<file path="src/rtl/dmem_access_unit.sv">
// Load/store initiator between the MEM-stage control and DataMemory.
// Sequences one access at a time and sign/zero-extends byte loads.
module dmem_access_unit #(
  parameter int unsigned RD_LATENCY = 1
) (
  input  logic        clk,
  input  logic        rstn,
  input  logic        i_LSU_start,
  input  logic [2:0]  i_LSU_op,
  input  logic [31:0] i_LSU_addr,
  input  logic [31:0] i_LSU_wData,
  output logic        o_LSU_busy,
  output logic        o_LSU_done,
  output logic        o_LSU_err,
  output logic [31:0] o_LSU_rData,
  output logic        o_DMem_we,
  output logic        o_DMem_sByte,
  output logic [31:0] o_DMem_addr,
  output logic [31:0] o_DMem_wData,
  input  logic [31:0] i_DMem_rData
);

  localparam logic [2:0] OP_LW  = 3'b000;
  localparam logic [2:0] OP_LB  = 3'b001;
  localparam logic [2:0] OP_LBU = 3'b010;
  localparam logic [2:0] OP_SW  = 3'b100;
  localparam logic [2:0] OP_SB  = 3'b101;

  localparam int unsigned WAIT_INIT_I = (RD_LATENCY > 32'd0) ? (RD_LATENCY - 32'd1) : 32'd0;
  localparam logic [3:0]  WAIT_INIT   = WAIT_INIT_I[3:0];

  typedef enum logic [1:0] {
    S_IDLE  = 2'd0,
    S_ISSUE = 2'd1,
    S_WAIT  = 2'd2,
    S_DONE  = 2'd3
  } state_t;

  state_t      state_r;
  logic [2:0]  op_r;
  logic [1:0]  lane_r;
  logic [3:0]  cnt_r;
  logic        op_illegal_s;
  logic        misaligned_s;
  logic        req_err_s;
  logic [31:0] load_result_s;

  // Little-endian lane select with sign or zero extension for byte loads.
  function automatic logic [31:0] load_extract(input logic [2:0] op,
                                               input logic [1:0] lane,
                                               input logic [31:0] word);
    logic [7:0] b;
    case (lane)
      2'd0:    b = word[7:0];
      2'd1:    b = word[15:8];
      2'd2:    b = word[23:16];
      2'd3:    b = word[31:24];
      default: b = 8'h00;
    endcase
    case (op)
      OP_LW:   load_extract = word;
      OP_LB:   load_extract = {{24{b[7]}}, b};
      default: load_extract = {24'h000000, b};
    endcase
  endfunction

  // Request legality, checked on the raw inputs while idle.
  always_comb begin
    op_illegal_s = 1'b1;
    misaligned_s = 1'b0;
    case (i_LSU_op)
      OP_LW, OP_SW:  begin
        op_illegal_s = 1'b0;
        misaligned_s = (i_LSU_addr[1:0] != 2'b00);
      end
      OP_LB, OP_LBU, OP_SB: op_illegal_s = 1'b0;
      default:       op_illegal_s = 1'b1;
    endcase
    req_err_s     = op_illegal_s | misaligned_s;
    load_result_s = load_extract(op_r, lane_r, i_DMem_rData);
  end

  // Access sequencer; every output is a register updated on the transitions.
  always_ff @(posedge clk) begin
    if (!rstn) begin
      state_r      <= S_IDLE;
      op_r         <= 3'b000;
      lane_r       <= 2'b00;
      cnt_r        <= 4'd0;
      o_LSU_busy   <= 1'b0;
      o_LSU_done   <= 1'b0;
      o_LSU_err    <= 1'b0;
      o_LSU_rData  <= 32'h0000_0000;
      o_DMem_we    <= 1'b0;
      o_DMem_sByte <= 1'b0;
      o_DMem_addr  <= 32'h0000_0000;
      o_DMem_wData <= 32'h0000_0000;
    end else begin
      case (state_r)
        S_IDLE: begin
          o_LSU_done   <= 1'b0;
          o_LSU_err    <= 1'b0;
          o_DMem_we    <= 1'b0;
          o_DMem_sByte <= 1'b0;
          if (i_LSU_start) begin
            op_r       <= i_LSU_op;
            lane_r     <= i_LSU_addr[1:0];
            o_LSU_busy <= 1'b1;
            if (req_err_s) begin
              state_r    <= S_DONE;
              o_LSU_done <= 1'b1;
              o_LSU_err  <= 1'b1;
            end else if (i_LSU_op[2]) begin
              state_r      <= S_ISSUE;
              o_DMem_we    <= 1'b1;
              o_DMem_addr  <= i_LSU_addr;
              o_DMem_sByte <= (i_LSU_op == OP_SB);
              o_DMem_wData <= (i_LSU_op == OP_SB) ? {24'h000000, i_LSU_wData[7:0]} : i_LSU_wData;
            end else begin
              state_r     <= S_ISSUE;
              o_DMem_addr <= {i_LSU_addr[31:2], 2'b00};
            end
          end else begin
            o_LSU_busy <= 1'b0;
          end
        end
        S_ISSUE: begin
          o_DMem_we    <= 1'b0;
          o_DMem_sByte <= 1'b0;
          if (op_r[2]) begin
            state_r    <= S_DONE;
            o_LSU_done <= 1'b1;
          end else if (RD_LATENCY == 32'd0) begin
            state_r     <= S_DONE;
            o_LSU_done  <= 1'b1;
            o_LSU_rData <= load_result_s;
          end else begin
            state_r <= S_WAIT;
            cnt_r   <= WAIT_INIT;
          end
        end
        S_WAIT: begin
          if (cnt_r == 4'd0) begin
            state_r     <= S_DONE;
            o_LSU_done  <= 1'b1;
            o_LSU_rData <= load_result_s;
          end else begin
            cnt_r <= cnt_r - 4'd1;
          end
        end
        S_DONE: begin
          state_r    <= S_IDLE;
          o_LSU_done <= 1'b0;
          o_LSU_err  <= 1'b0;
          o_LSU_busy <= 1'b0;
        end
        default: begin
          state_r      <= S_IDLE;
          o_LSU_busy   <= 1'b0;
          o_LSU_done   <= 1'b0;
          o_LSU_err    <= 1'b0;
          o_DMem_we    <= 1'b0;
          o_DMem_sByte <= 1'b0;
        end
      endcase
    end
  end

endmodule

</file>
<file path="config.mk">
export PLATFORM = sky130hd
export DESIGN_NAME = dmem_access_unit
export DESIGN_NICKNAME = d
export VERILOG_FILES = /design/src/rtl/dmem_access_unit.sv
export SDC_FILE = /design/constraint.sdc
export NUM_CORES = 1
export LEC_CHECK = 0
export CAP_MARGIN = 40
export CORE_MARGIN = 3
export CORE_UTILIZATION = 42
export DETAILED_ROUTE_END_ITERATION = 10
export MAX_ROUTING_LAYER = met4
export PLACE_DENSITY_LB_ADDON = 0.12
export SETUP_SLACK_MARGIN = 0.4
export SLEW_MARGIN = 0
export SYNTH_ARGS = -nofsm -noshare
export SYNTH_HDL_FRONTEND = slang
export SYNTH_SLANG_ARGS = --single-unit
</file>
<file path="constraint.sdc">
create_clock -name clk -period 2.35 [get_ports clk]
set_clock_uncertainty 0.15 [all_clocks]
set_input_delay 0.705 -clock clk [delete_from_list [all_inputs] [get_ports clk]]
set_output_delay 0.705 -clock clk [all_outputs]
set_load 0.02 [all_outputs]
</file>
==> impl_metrics.env, run 1 <==
export IMPL_status="finished, final reports clean"
export IMPL_finalCritPeriodShare_pct=81.2
export IMPL_cp_startpoint="o_LSU_rData[3]"
export IMPL_ios=203
export IMPL_synth_area_top_cells="dfxtp_1 48%, a21oi_1 8.8%, nand2_1 7.0%"
export IMPL_cp_data_required_time_ns=1.49
export IMPL_dp_hpwl_microns=9610
export IMPL_netlist_instances=564
export IMPL_synth_area_sq_um=4680
export IMPL_worstHoldStart="o_DMem_wData[26]"
export IMPL_synth_nets=672
export IMPL_maxCapViolCount=0
export IMPL_yosys_area_top_type="dfxtp_1"
export IMPL_core_sq_um=10600
export IMPL_first_iter_violations=278
export IMPL_worst_setup_path_end_kind="output port"
export IMPL_slew_headroom_pct=71.4
export IMPL_crit_path_top_delay_cell="dfxtp_1"
export IMPL_placed_cells=878
export IMPL_ys_seq_area_share_pct=47.9
export IMPL_die_x_microns=112
export IMPL_gp_congestion=0.822
export IMPL_drt_first_pass_iters=5
export IMPL_initial_core_util_pct=44.3
export IMPL_area_growth_pct=53.3
export IMPL_leakage_uw=0.00292
export IMPL_worstMarginPinSlew_ns=0.428
export IMPL_layout_nets=872
export IMPL_wl_microns=14200
export IMPL_cts_buffers=9
export IMPL_cts_sinks=112
export IMPL_ys_dominant_reg_cell="dfxtp_1"
export IMPL_htree_num_levels=3
export IMPL_post_route_min_period_ns=1.91
export IMPL_power_total_uw=5680
export IMPL_vias_per_cell=5.20
export IMPL_slew_violations=0
export IMPL_portBuffers=202
export IMPL_gr_total_overflow=0
export IMPL_timing_fmax_mhz=524
export IMPL_cts_root_buffer="clkbuf_8"
export IMPL_grt_max_degree=41
export IMPL_peakVddDrop_uv=631
export IMPL_wl_per_cell_microns=15.7
export IMPL_synth_area_per_cell_sq_um=8.29
export IMPL_crit_path_start_kind="flip-flop"
export IMPL_holdCritPathClass="flip-flop to flip-flop"
export IMPL_crit_family="flip-flops"
export IMPL_die_area_sq_um=12400
export IMPL_clk_pin_slew_ns=0.10
export IMPL_r2r_start="state_r[0]"
export IMPL_hold_viol=0
export IMPL_rsz0062_at_grt="true"
export IMPL_crit_chain="clkdlybuf4s15_1"
export IMPL_drc_errors=0
export IMPL_finalSetupViolCount=0
export IMPL_grt_pass1_vias=4630
export IMPL_clock_latency_ns=0.38
export IMPL_drive_gt1_share_pct=14.0
export IMPL_antenna_found_initial=1
export IMPL_synth_edf_count=0
export IMPL_arrival_ns=1.05
export IMPL_postSynth_asyncResetShare_pct=0
export IMPL_cts_tree="yes"
export IMPL_synth_seq_cells=112
export IMPL_worst_path_buf_inv=1
export IMPL_drtAntennaViolNets=0
export IMPL_die_h_microns=112
export IMPL_critPathKind="flip-flop to output port"
export IMPL_ys_types=43
export IMPL_yosysWarnings=0
export IMPL_grt_pass1_wl_microns=22600
export IMPL_p_per_area_nw_per_um2=792
export IMPL_clock_path_buffers=2
export IMPL_grt_usage_pct=22.8
export IMPL_row_count=37
export IMPL_cp_max_fo=2
export IMPL_vias=4714
export IMPL_synth_top_area_share_pct=47.9
export IMPL_layoutNonFillerInstCount=906
export IMPL_max_stage_delay_ns=0.37
==> synthesized netlist by cell type (all sizes together) (8+ instances only) <==
cell    number
dfxtp      112
nand2       87
a21oi       82
o21ai       65
nand3       64
clkbuf      26
and3        24
buf         22
nor2        10
nor2b       10
o31ai        8
==> cell usage in the layout, fill, tap and decap left out, types with 4 or more instances in the layout <==
cell	synthesis	final
a21oi_1	82	82
nand3_1	64	62
nor3_1	4	4
nand2_1	87	86
ha_1	6	4
dfxtp_1	112	110
clkbuf_2	3	31
o21ai_1	8	10
o21ai_0	57	54
mux2_2	6	6
nor2_1	10	9
clkdlybuf4s50_1	0	94
nor2b_1	10	10
and3_1	24	24
mux2i_1	4	4
clkdlybuf4s15_1	0	64
o31ai_1	8	8
buf_12	0	7
clkbuf_8	0	12
dlygate4sd2_1	0	12
buf_4	4	20
==> sequential cells by signal (all words and copies together), names as in the netlist <==
name / flops
o_DMem_addr: 32
o_DMem_wData: 32
o_LSU_rData: 32
cnt_r: 4
op_r: 3
lane_r: 2
state_r: 2
o_DMem_sByte: 1
o_DMem_we: 1
o_LSU_busy: 1
o_LSU_done: 1
o_LSU_err: 1
==> kinds of logic after synthesis <==
| kind of cell | Yosys count | synth area share (%) |
|---|---|---|
| buffers and inverters | 54 | 5.99 |
| AO/OA/AOI/OAI | 166 | 18.9 |
| AND/OR/NAND/NOR | 213 | 22.4 |
| flip-flops | 112 | 47.9 |
| multiplexers | 11 | 2.78 |
| adder cells (fa/ha/maj) | 6 | 1.61 |
| XOR/XNOR | 2 | 0.375 |
==> worst min-delay path, stage by stage (launching register included) <==
cell	delay, ns
dfxtp_1	0.32
nand2_1	0.05
a21oi_1	0.05
==> per-layer routing <==
metal,track usage [%],wire [microns],part of all wire (%)
met1,27.3,5970,42
met2,37.4,6960,49
met3,7.55,1150,8.1
met4,5.03,140,0.98
met5,-,0,0
==> per-stage QoR <==
stage / util, % / TNS (ns) / hold slack [ns] / cell area (sq um) / setup WS (ns)
after floorplan: - / 0 / 0.317 / 4680 / 0.416
after CTS: 67.9 / 0 / 0.307 / 7170 / 0.367
after global placement: 65.2 / -0.960 / 0.287 / 6880 / -0.0472
after global routing: 67.9 / 0 / 0.325 / 7170 / 0.377
after detailed placement: 65.2 / -3.00 / 0.295 / 6880 / -0.0898
final: 67.9 / 0 / 0.306 / 7170 / 0.443
==> final cells by class <==
class,instances,area [sq um]
Fill cell,896,3380
Timing Repair Buffer,237,2320
Sequential cell,112,2240
Multi-Input combinational cell,398,2220
Clock buffer,14,173
Tap cell,136,170
Inverter,6,22.5
Clock inverter,2,12.5
Antenna cell,1,2.50
==> report_power, final <==
| group | switching (uW) | leakage (uW) | internal (uW) | total [uW] |
|---|---|---|---|---|
| Clock | 618 | 0.0000927 | 473 | 1090 |
| Sequential | 169 | 0.000910 | 2180 | 2340 |
| Combinational | 1220 | 0.00192 | 1020 | 2240 |
| Total | 2010 | 0.00292 | 3670 | 5680 |
==> worst paths after layout <==
kind	endpoint	slack, ns	cells after the start
worst max register to register	o_LSU_rData[1]	0.49	6
worst max-delay path	o_LSU_rData[3]	0.44	1
worst min-delay path	o_DMem_wData[26]	0.31	2
worst min register to register	o_DMem_wData[26]	0.31	2
==> repair_timing <==
action,4_1_cts,5_1_grt
setup buffers,4,2
pin swaps,1,3
gates cloned,5,0
hold buffers,0,0
endpoints found under the setup margin,167,183
gates resized for setup,135,124
Power figures use the tool's default switching activity.
==> run 2, diff against run 1 <==
clock period = 1.9 ns   (was 2.35 ns; I/O delays follow)
==> run 2 against run 1 <==
  * Register-to-register slack lost 0.34 ns
  * Die area is the same
  * Setup slack lost 0.29 ns
  * Via count grew 13%
  * Wire length grew 24%
  * Sequential power grew 30%
  * Final cell count grew 7.4%
  * Sequential cell count is the same
  * Hold slack gained 0.0088 ns
  * Cell area grew 24%
==> impl_metrics.env, run 2 (synthesis results as in run 1) <==
export IMPL_initial_core_util_pct=44.3
export IMPL_drt_first_pass_iters=5
export IMPL_pwr_share_comb_pct=49.0
export IMPL_place_ws_ns=-0.396
export IMPL_grt_usage_pct=24.6
export IMPL_crit_family="simple AND/OR/NAND/NOR gates"
export IMPL_worstMarginPinSlew_ns=0.483
export IMPL_layout_commonest_cell="buf_6"
export IMPL_setup_ws_ns=0.155
export IMPL_layoutNonFillerInstCount=973
export IMPL_wl_per_cell_microns=18.1
export IMPL_cts_root_buffer="clkbuf_8"
export IMPL_critPathKind="flip-flop to flip-flop"
export IMPL_htree_num_levels=3
export IMPL_post_route_min_period_ns=1.75
export IMPL_status="finished, final reports clean"
export IMPL_wl_microns=17600
export IMPL_fin_util_pct=84.1
export IMPL_drc_errors=0
export IMPL_vias_per_cell=5.48
export IMPL_worst_setup_path_end_kind="flip-flop"
export IMPL_holdCritPathClass="flip-flop to flip-flop"
export IMPL_layout_nets=939
export IMPL_clock_path_buffers=2
export IMPL_slew_violations=0
export IMPL_drtAntennaViolNets=0
export IMPL_grt_pass1_wl_microns=24500
export IMPL_timing_fmax_mhz=573
export IMPL_cts_sinks=112
export IMPL_gr_total_overflow=0
export IMPL_crit_chain="inv_4, ha_4, and4bb_4, clkbuf_16, and3_1, a21oi_2, o21ai_1"
export IMPL_reg_top3="o_DMem_addr x32, o_DMem_wData x32, o_LSU_rData x32"
export IMPL_slew_headroom_pct=67.7
export IMPL_portBuffers=202
export IMPL_fin_setup_tns_ns=0
export IMPL_grt_max_degree=74
export IMPL_ios=203
export IMPL_peakVddDrop_uv=809
export IMPL_row_count=37
export IMPL_seqPwrFrac_pct=33.5
export IMPL_finalCritPeriodShare_pct=91.8
export IMPL_p_sw_uw=3260
export IMPL_swShare_pct=35.8
export IMPL_crit_path_start_kind="flip-flop"
export IMPL_arrival_ns=1.91
export IMPL_clock_latency_ns=0.38
export IMPL_maxCapViolCount=0
export IMPL_layout_common_cells="105 x buf_6, 103 x dfxtp_2, 90 x clkdlybuf4s50_1, 86 x nand2_1, 75 x buf_4"
export IMPL_rsz0062_at_grt="true"
export IMPL_drive_gt1_share_pct=53.7
export IMPL_clk_pin_slew_ns=0.10
export IMPL_vias=5330
export IMPL_nFillCells=571
export IMPL_die_h_microns=112
export IMPL_die_x_microns=112
export IMPL_placed_cells=877
export IMPL_antenna_found_initial=1
export IMPL_dp_hpwl_microns=9620
export IMPL_cp_data_required_time_ns=2.06
export IMPL_max_stage_delay_ns=0.37
export IMPL_gp_congestion=0.839
export IMPL_power_total_uw=9100
export IMPL_core_sq_um=10600
export IMPL_first_iter_violations=377
export IMPL_hold_viol=0
export IMPL_cp_max_fo=8
export IMPL_finalSetupViolCount=0
export IMPL_leakage_uw=0.00358
export IMPL_area_growth_pct=89.7
export IMPL_p_int_uw=5840
export IMPL_cts_buffers=9
export IMPL_clkPwrFrac_pct=17.5
export IMPL_crit_path_top_delay_cell="dfxtp_4"
export IMPL_p_per_area_nw_per_um2=1030
export IMPL_die_area_sq_um=12400
export IMPL_cts_tree="yes"
export IMPL_worst_path_buf_inv=2
export IMPL_grt_pass1_vias=5010
[run 2: per-stage QoR]
step           hold WS (ns)  cell area (sq um)
6_report              0.315               8870
3_3_place_gp          0.287               7040
5_1_grt               0.325               8870
3_5_place_dp          0.296               7040
4_1_cts               0.314               7970
2_1_floorplan         0.317               4950
[run 2: power by group through the flow]
| stage | clock network, uW | logic (uW) | registers [uW] |
|---|---|---|---|
| after floorplan | 0 | 1520 | 3290 |
| after global placement | 0 | 2880 | 2950 |
| after detailed placement | 0 | 2940 | 2970 |
| after CTS | 1620 | 3410 | 3030 |
| after global routing | 1700 | 4710 | 3090 |
| final | 1590 | 4460 | 3050 |
[run 2: worst paths after layout]
path	start	end	slack [ns]	cells past startpoint
max	state_r[0]	o_LSU_rData[29]	0.15	7
min	o_DMem_wData[22]	o_DMem_wData[22]	0.31	2
max reg2reg	state_r[0]	o_LSU_rData[29]	0.15	7
min reg2reg	o_DMem_wData[22]	o_DMem_wData[22]	0.31	2
[run 2: worst reg2reg max path, cell delays in order, from the launching register on]
cell	delay (ns)
dfxtp_4	0.37
inv_4	0.08
ha_4	0.18
and4bb_4	0.34
clkbuf_16	0.18
and3_1	0.17
a21oi_2	0.04
o21ai_1	0.16
[run 2: area by class of cell]
cell class | instances | area [sq um] | share of cell area (%)
diodes | 1 | 2.50 | 0.0282
flip-flops and latches | 112 | 2380 | 26.9
multi-input cells | 401 | 2860 | 32.2
well taps | 136 | 170 | 1.92
inverters | 6 | 27.5 | 0.310
clock buffers | 11 | 141 | 1.59
repair buffers | 301 | 3210 | 36.2
clock inverters | 5 | 80.1 | 0.903
[run 2: per-layer routing]
| metal | share of wire [%] | track usage, % | wire [microns] | vias up |
|---|---|---|---|---|
| met5 | 0 | - | 0 | - |
| met4 | 2.6 | 4.87 | 456 | 0 |
| met3 | 8.1 | 7.66 | 1430 | 39 |
| met2 | 50 | 41.7 | 8810 | 238 |
| met1 | 39 | 29.0 | 6940 | 2534 |
| li1 | - | - | - | 2519 |
[run 2: repair_timing]
item / 4_1_cts / 5_1_grt
setup buffers: 26 / 37
resized for setup: 746 / 108
pin swaps: 12 / 59
cloned: 8 / 8
endpoints found under the setup margin: 211 / 206
hold endpoints to repair: 0 / 0
hold buffers: 0 / 0
